--- src/rtl/rv_fetch_aligner.sv ---
// Halfword instruction queue: reassembles 16/32-bit instructions from aligned fetch blocks.
// Define RV_FETCH_ALIGNER_RVC_EN to decode compressed (16-bit) instructions; otherwise all are 32-bit.
module rv_fetch_aligner #(
  parameter bit          rv64        = 1'b1,
  parameter int          FETCH_WIDTH = 32,
  parameter int          DEPTH       = 8,
  parameter logic [63:0] RESET_PC    = 64'h0
) (
  input  logic                        clock,
  input  logic                        reset_n,
  input  logic                        fetch_valid,
  output logic                        fetch_ready,
  input  logic [FETCH_WIDTH-1:0]      fetch_data,
  input  logic                        redirect_valid,
  input  logic [(rv64 ? 64 : 32)-1:0] redirect_pc,
  output logic                        inst_valid,
  input  logic                        inst_ready,
  output logic [31:0]                 inst,
  output logic [(rv64 ? 64 : 32)-1:0] inst_pc,
  output logic                        is_compressed,
  output logic                        inst_illegal
);
  localparam int XLEN = rv64 ? 64 : 32;
  localparam int N    = FETCH_WIDTH / 16;
  localparam int SKW  = $clog2(N);
  localparam int PW   = $clog2(DEPTH);
  localparam int CW   = PW + 1;

  logic [15:0]     hw_q [DEPTH];
  logic [15:0]     fetch_hw [N];
  logic [PW-1:0]   rd_ptr_q, rd_ptr_d, wr_ptr_q, wr_ptr_d;
  logic [CW-1:0]   count_q, count_d;
  logic [XLEN-1:0] pc_q, pc_d;
  logic [SKW-1:0]  skip_q, skip_d;

  logic [15:0]     h0, h1;
  logic            head_comp, head_illegal, push, pop, head_present;
  logic [CW-1:0]   push_cnt, pop_cnt;
  logic            unused_redirect_lsb;

  assign unused_redirect_lsb = redirect_pc[0];

  genvar gi;
  generate
    for (gi = 0; gi < N; gi++) begin : g_split
      assign fetch_hw[gi] = fetch_data[16*gi +: 16];
    end
  endgenerate

  assign h0 = hw_q[rd_ptr_q];
  assign h1 = hw_q[rd_ptr_q + PW'(1)];

  always_comb begin
`ifdef RV_FETCH_ALIGNER_RVC_EN
    head_comp    = (h0[1:0] != 2'b11);
    head_illegal = (h0 == 16'h0000);
`else
    head_comp    = 1'b0;
    head_illegal = (h0[1:0] != 2'b11) || (h0 == 16'h0000);
`endif
  end

  // Flags are qualified by a non-empty queue so stale storage never leaks out.
  assign head_present  = (count_q != '0);
  assign is_compressed = head_comp && head_present;
  assign inst_illegal  = head_illegal && head_present;
  assign inst_valid    = (count_q >= CW'(2)) || (head_comp && head_present);
  assign inst          = head_comp ? {16'h0000, h0} : {h1, h0};
  assign inst_pc       = pc_q;
  assign fetch_ready   = (CW'(DEPTH) - count_q) >= CW'(N);

  assign push     = fetch_valid && fetch_ready && !redirect_valid;
  assign pop      = inst_valid && inst_ready && !redirect_valid;
  assign push_cnt = CW'(N) - CW'(skip_q);
  assign pop_cnt  = head_comp ? CW'(1) : CW'(2);

  always_comb begin
    count_d  = count_q;
    rd_ptr_d = rd_ptr_q;
    wr_ptr_d = wr_ptr_q;
    pc_d     = pc_q;
    skip_d   = skip_q;
    if (redirect_valid) begin
      count_d  = '0;
      rd_ptr_d = '0;
      wr_ptr_d = '0;
      pc_d     = {redirect_pc[XLEN-1:1], 1'b0};
      skip_d   = redirect_pc[SKW:1];
    end else begin
      if (push) begin
        wr_ptr_d = wr_ptr_q + PW'(push_cnt);
        skip_d   = '0;
      end
      if (pop) begin
        rd_ptr_d = rd_ptr_q + PW'(pop_cnt);
        pc_d     = pc_q + XLEN'({pop_cnt, 1'b0});
      end
      count_d = count_q + (push ? push_cnt : '0) - (pop ? pop_cnt : '0);
    end
  end

  always_ff @(posedge clock or negedge reset_n) begin
    if (!reset_n) begin
      count_q  <= '0;
      rd_ptr_q <= '0;
      wr_ptr_q <= '0;
      pc_q     <= RESET_PC[XLEN-1:0];
      skip_q   <= RESET_PC[SKW:1];
    end else begin
      count_q  <= count_d;
      rd_ptr_q <= rd_ptr_d;
      wr_ptr_q <= wr_ptr_d;
      pc_q     <= pc_d;
      skip_q   <= skip_d;
    end
  end

  // Halfwords below the entry PC of the first block are never stored.
  always_ff @(posedge clock) begin
    if (push) begin
      for (int i = 0; i < N; i++) begin
        if (i >= int'(skip_q)) begin
          hw_q[wr_ptr_q + PW'(i) - PW'(skip_q)] <= fetch_hw[i];
        end
      end
    end
  end
endmodule

--- config.mk ---
export PLATFORM = sky130hd
export DESIGN_NAME = rv_fetch_aligner
export DESIGN_NICKNAME = d
export VERILOG_FILES = /design/src/rtl/rv_fetch_aligner.sv
export SDC_FILE = /design/constraint.sdc
export NUM_CORES = 1
export LEC_CHECK = 0
export BUFFER_PORTS_ARGS = -buffer_cell sky130_fd_sc_hd__buf_4
export CAP_MARGIN = 20
export CORE_MARGIN = 2
export CORE_UTILIZATION = 30
export CTS_BUF_LIST = sky130_fd_sc_hd__clkbuf_2
export DETAILED_ROUTE_END_ITERATION = 16
export PLACE_DENSITY = 0.6
export RECOVER_POWER = 100
export SLEW_MARGIN = 10
export SYNTH_ARGS = -nofsm -noshare
export SYNTH_HDL_FRONTEND = slang
export SYNTH_SLANG_ARGS = --single-unit
export TNS_END_PERCENT = 10
--- constraint.sdc ---
create_clock -name clock -period 3.5 [get_ports clock]
set_clock_uncertainty 0.2 [all_clocks]
set_input_delay 0.175 -clock clock [delete_from_list [all_inputs] [get_ports clock]]
set_output_delay 0.175 -clock clock [all_outputs]
set_load 0.02 [all_outputs]
==> results of run 1 <==
registers in the layout, indices dropped and copies added, names as in the netlist:
name	cells
hw_q	128
inst_pc	63
count_q	4
wr_ptr_q	3
rd_ptr_q	2
skip_q	1
where the power goes:
part	switching (mW)	internal [mW]	total (mW)
logic	1.52	1.29	2.80
registers	0.271	2.85	3.13
clock network	1.08	0.619	1.70
repair_timing:
action                                 CTS  global route
setup endpoints to repair                0             8
endpoints found under the hold margin  402             0
setup buffers                            0             0
resized for setup                        0             2
hold buffers                           314             0
kinds of logic (layout without fill, tap and decap cells):
logic type | Yosys count | count (layout) | synth area share (%)
compound gates | 95 | 95 | 5.20
xor+xnor | 47 | 47 | 3.82
fa+ha+maj | 14 | 14 | 1.76
buf+inv | 62 | 654 | 2.51
flops | 201 | 201 | 52.6
mux | 164 | 164 | 20.5
other cells | 1 | 4 | 0.0348
simple gates | 268 | 268 | 13.6
worst min-delay path, cell delays in order:
cell and delay [ps]:
dlygate4sd3_1 570, buf_4 150, inv_1 50, a41o_2 200, a21oi_1 90, nor2_1 80
stage by stage:
stage	worst slack (ps)	instances	utilization [%]	hold slack (ps)
after floorplan	-36.7	853	-	-321
after global routing	4.37	1908	45.4	152
after CTS	75.6	1906	46.7	126
after global placement	521	1500	36.4	179
final	115	1908	45.4	222
after detailed placement	457	1500	36.4	190
worst max path at each step:
stage	from	end	slack (ps)
detailed placement	count_q[1]	hw_q[1][11]	460
finish	inst_pc[24]	inst_pc[30]	110
CTS	rd_ptr_q[1]	inst[4]	80
global placement	count_q[1]	hw_q[1][12]	520
floorplan	count_q[1]	hw_q[4][0]	-40
global route	rd_ptr_q[1]	inst[4]	4
synthesized netlist by cell type (9+ instances only):
| library cell | number |
|---|---|
| mux2_2 | 130 |
| edfxtp_1 | 128 |
| nand2_1 | 80 |
| dfrtp_1 | 73 |
| o21ai_0 | 53 |
| nor2_1 | 35 |
| xnor2_1 | 33 |
| mux4_2 | 32 |
| nand3_1 | 29 |
| clkbuf_1 | 23 |
| nand4_1 | 23 |
| nor4_1 | 17 |
| inv_1 | 16 |
| or3_1 | 14 |
| xor2_1 | 14 |
| a31oi_1 | 13 |
| ha_1 | 12 |
| nor3_1 | 11 |
| and4_1 | 10 |
| buf_2 | 9 |
| or4_1 | 9 |
final cells by class:
cell class	count	area, µm²	area share, %
clock buffer	79	395	2.45
clock inverter	13	72.6	0.450
sequential	201	5670	35.2
tap	461	577	3.58
inverter	16	60.1	0.372
antenna	2	5.00	0.0310
multi-input combinational	590	4830	30.0
timing repair buffer	546	4510	28.0
per-layer routing:
layer	track usage [%]	vias up	wire length [µm]
li1	-	4401	-
met1	22.2	4777	14300
met2	33.3	388	17800
met3	5.82	86	2850
met4	6.53	0	1040
met5	0	-	0
==> flow_summary.toml, run 1 <==
[floorplanning]
start_util_pct = 30.4
io_pins = 201
dieWidth_um = 194
core_mm2 = 0.0355
rows = 69
die_h_um = 194
die_area_mm2 = 0.0375

[timing]
hold_violations = 0
worst_slew_pin_slew_ps = 1980
setup_viol = 0
fmax_mhz = 295
tns_ps = 0
rsz0062_at_grt = "no"
maxSlewViolCount = 74
max_slew_margin_pct = -31.7
period_share_pct = 96.7
final.min_clock_period_ps = 3390

[worst_hold_path]
hold_depth = 6
hold_start = "fetch_valid"
holdPathEnd = "wr_ptr_q[1]"
min_path_type = "in -> reg"

[global_route]
antenna_found_initial = 2
grt_pass1_wl_um = 56800
grt.overflow.total = 0
track_usage_pct = 19.1
grt_max_degree = 108
grt_pass1_vias = 10400

[placed_design]
port_buffers = 197
place.gp.congestion = 0.815
placed_area_mm2 = 0.0129
hpwl_um = 21100

[worst_setup_path]
critical_path_cell_count = 7
cp_num_buf_inv = 2
criticalPathCategory = "reg -> reg"
r2r_slack_ps = 110
cp_max_fo = 8
rr_startpoint = "inst_pc[24]"
worst_path_max_delay_cell = "dlygate4sd3_1"
rr_worst_depth = 7
cp-start-kind = "flop"
crit_arrival_ps = 4060
worstReg2RegEnd = "inst_pc[30]"
required_ps = 4170
max_stage_delay_ps = 620
end_kind = "flop"
crit_path_cell_trace = "nand4_1 > or4_1 > clkbuf_1 > nor4_1 > xnor2_1 > o21ai_0 > dlygate4sd3_1"
crit_family = "simple AND/OR/NAND/NOR gates"

[power]
p_leak_nw = 5.98
finalPower_mw = 7.63
powerDensity_mw_per_mm2 = 473
vdd_ir_drop_max_mv = 0.473

[synthesis]
synth_top_area_share_pct = 35.7
ys_types = 53
async_flop_share_pct = 36.3
synth.area.top_cells = "edfxtp_1 36%, dfrtp_1 17%, mux2_2 14%, mux4_2 6.7%, nand2_1 2.8%"
yosys_warnings = 0
synth_top_area_cell = "edfxtp_1"
yosys_most_used_dff = "edfxtp_1"
postSynthAreaPerCell_um2 = 12.7
synth_edf_count = 128
ys_ff_latch = 201
syn_area_mm2 = 0.0108
yosysSeqAreaShare_pct = 52.6
syn_inst = 852

[routing]
antenna_left = 0
vias = 9652
via_per_inst = 5.06
drc_errors = 2
drt_iter0_markers = 497
post_drt_wl_per_cell_um = 18.9
drt-total-wl_um = 36000
dr.pass1.iters = 13

[finish]
fill_cells = 3282
final_cell_mix = "313 x dlygate4sd3_1, 130 x mux2_2, 128 x edfxtp_1"
final_common_cell = "dlygate4sd3_1"
syn_to_final_growth_pct = 49.6
finalInstanceArea_mm2 = 0.0161
drive_gt1_share_pct = 28.4
fin_nets = 1526

[cts]
cts_sinks = 201
clk_latency_ps = 980
cts_max_level = 2
cts_tree = "yes"
cts_root_buffer = "clkbuf_2"
ctsLongestPathBuffers = 3
cts_inserted_buffers = 56
clkTransAtPathRegs_ps = 90

[status]
violations = "design-rule violations, max-capacitance violations, max-slew violations"
status = "complete, but fails checks"

[flow_run]
cap_violations = 1
No activity file was read; power rests on OpenSTA's default activity.
==> run 2, diff against run 1 <==
--- a/config.mk
+++ b/config.mk
@@ -11,7 +11,7 @@
 export CORE_UTILIZATION = 30
 export CTS_BUF_LIST = sky130_fd_sc_hd__clkbuf_2
 export DETAILED_ROUTE_END_ITERATION = 16
-export PLACE_DENSITY = 0.6
+export PLACE_DENSITY = 0.58
 export RECOVER_POWER = 100
 export SLEW_MARGIN = 10
 export SYNTH_ARGS = -nofsm -noshare
==> constraint.sdc (replaced) <==
create_clock -name clock -period 4.16 [get_ports clock]
set_clock_uncertainty 0.2 [all_clocks]
set_input_delay 0.208 -clock clock [delete_from_list [all_inputs] [get_ports clock]]
set_output_delay 0.208 -clock clock [all_outputs]
set_load 0.02 [all_outputs]
==> run 2 against run 1 <==
Wire length is 4.8% lower. Core utilization fell by 1.8 points. Largest cell class unchanged. Clock power shrank 16%. The run ends with max-capacitance violations, max-slew violations left. Combinational power down 19%. Highest routed layer unchanged. Setup slack better by 290 ps. Hold slack better by 67 ps. Sequential cell count unchanged.
==> flow_summary.toml, run 2 (synthesized netlist as in run 1, its figures left out) <==
[global_route]
grt_pass1_vias = 9846
grt_pass1_wl_um = 54100
grt.overflow.total = 0
antenna_found_initial = 1
track_usage_pct = 18.3
grt_max_degree = 116

[routing]
drt_iter0_markers = 456
vias = 9333
post_drt_wl_per_cell_um = 18.5
drc_errors = 0
dr.pass1.iters = 5
via_per_inst = 5.04
antenna_left = 0
drt-total-wl_um = 34300

[power]
intPower_mw = 3.94
powerDensity_mw_per_mm2 = 407
seqPwrFrac_pct = 41.6
p_leak_nw = 5.70
vdd_ir_drop_max_mv = 0.251
power_switching_mw = 2.36
switching_share_pct = 37.5
clkPwrFrac_pct = 22.6
finalPower_mw = 6.31
p_comb_share_pct = 35.8

[cts]
cts_sinks = 201
cts_tree = "yes"
cts_root_buffer = "clkbuf_2"
cts_max_level = 2
clkTransAtPathRegs_ps = 110
cts_setup_buffers = 0
clk_latency_ps = 980
cts_inserted_buffers = 57
ctsLongestPathBuffers = 3

[placed_design]
place.gp.congestion = 0.791
hpwl_um = 21000
port_buffers = 197
placed_cells = 1489
placed_area_mm2 = 0.0128
dp_slack_ps = 872

[timing]
setup_viol = 0
hold_violations = 0
hold_ws_ps = 289
maxSlewViolCount = 129
worst_slew_pin_slew_ps = 2700
tns_ps = 0
period_share_pct = 90.3
rsz0062_at_grt = "no"
max_slew_margin_pct = -80.3
fmax_mhz = 266
worst_slack_ps = 404
final.min_clock_period_ps = 3760

[floorplanning]
dieWidth_um = 194
io_pins = 201
core_mm2 = 0.0355
die_area_mm2 = 0.0375
die_h_um = 194
rows = 69
start_util_pct = 30.4

[worst_setup_path]
crit_path_cell_trace = "or4_1 > a41o_1 > nor2_1 > nand3_1 > buf_4 > mux2_2 > dlygate4sd3_1"
max_stage_delay_ps = 560
cp-start-kind = "flop"
crit_family = "simple AND/OR/NAND/NOR gates"
end_kind = "flop"
required_ps = 4660
crit_arrival_ps = 4260
cp_num_buf_inv = 2
cp_max_fo = 11
worst_path_max_delay_cell = "dlygate4sd3_1"
criticalPathCategory = "reg -> reg"

[status]
violations = "max-capacitance violations, max-slew violations"
status = "complete, but fails checks"

[finish]
instances_no_fill = 1853
finalInstanceArea_mm2 = 0.0155
largest_reg_flops = 128
final_common_cell = "dlygate4sd3_1"
final_cell_mix = "264 x dlygate4sd3_1, 130 x mux2_2, 128 x edfxtp_1"
top_register = "hw_q"
drive_gt1_share_pct = 26.7
fin_nets = 1468
seq_area_mm2 = 0.00567
fill_cells = 3314
fin_util_pct = 43.7
multiInputGateArea_mm2 = 0.00480
syn_to_final_growth_pct = 43.8

[flow_run]
cap_violations = 3

[worst_hold_path]
min_path_type = "in -> reg"
==> run 2: area by class of cell <==
| cell class | instances | share of cell area (%) |
|---|---|---|
| Sequential cell | 201 | 36.6 |
| Multi-Input combinational cell | 590 | 30.9 |
| Timing Repair Buffer | 487 | 25.2 |
| Tap cell | 461 | 3.72 |
| Clock buffer | 84 | 2.71 |
| Clock inverter | 13 | 0.388 |
| Inverter | 16 | 0.388 |
| Antenna cell | 1 | 0.0161 |
==> run 2: metal layers <==
metal	vias up	GRT usage (%)	part of all wire, %	wire length, µm
li1	4302	-	-	-
met5	-	0	0	0
met3	67	4.90	7.3	2490
met4	0	7.01	2.6	886
met2	360	31.0	49	16900
met1	4604	22.1	41	14000
==> run 2: path summary, 6_finish.rpt <==
path,slack (ps),startpoint,end,cells past startpoint
worst max-delay path,400,count_q[1],hw_q[4][3],7
worst min-delay path,290,fetch_valid,wr_ptr_q[1],6
worst max register to register,400,count_q[1],hw_q[4][3],7
worst min register to register,360,inst_pc[1],inst_pc[1],2
max in group asynchronous,910,reset_n,rd_ptr_q[1],4
min in group asynchronous,770,reset_n,inst_pc[33],4
==> run 2: repair_timing <==
item | 4_1_cts | 5_1_grt
gates resized for setup | 0 | 0
hold buffers | 265 | 0
hold endpoints to repair | 393 | 0
==> run 2: worst reg2reg max path: stages (launching register included) <==
cell           delay [ps]
dfrtp_1               430
or4_1                 550
a41o_1                340
nor2_1                310
nand3_1               490
buf_4                 380
mux2_2                280
dlygate4sd3_1         560
==> run 2: power by group through the flow <==
stage	logic, mW	registers [mW]	clock network (mW)
after global placement	2.23	2.66	0
after global routing	2.44	2.66	1.60
final	2.26	2.62	1.43
after floorplan	1.38	2.64	0
after CTS	2.50	2.62	1.51
after detailed placement	2.26	2.66	0
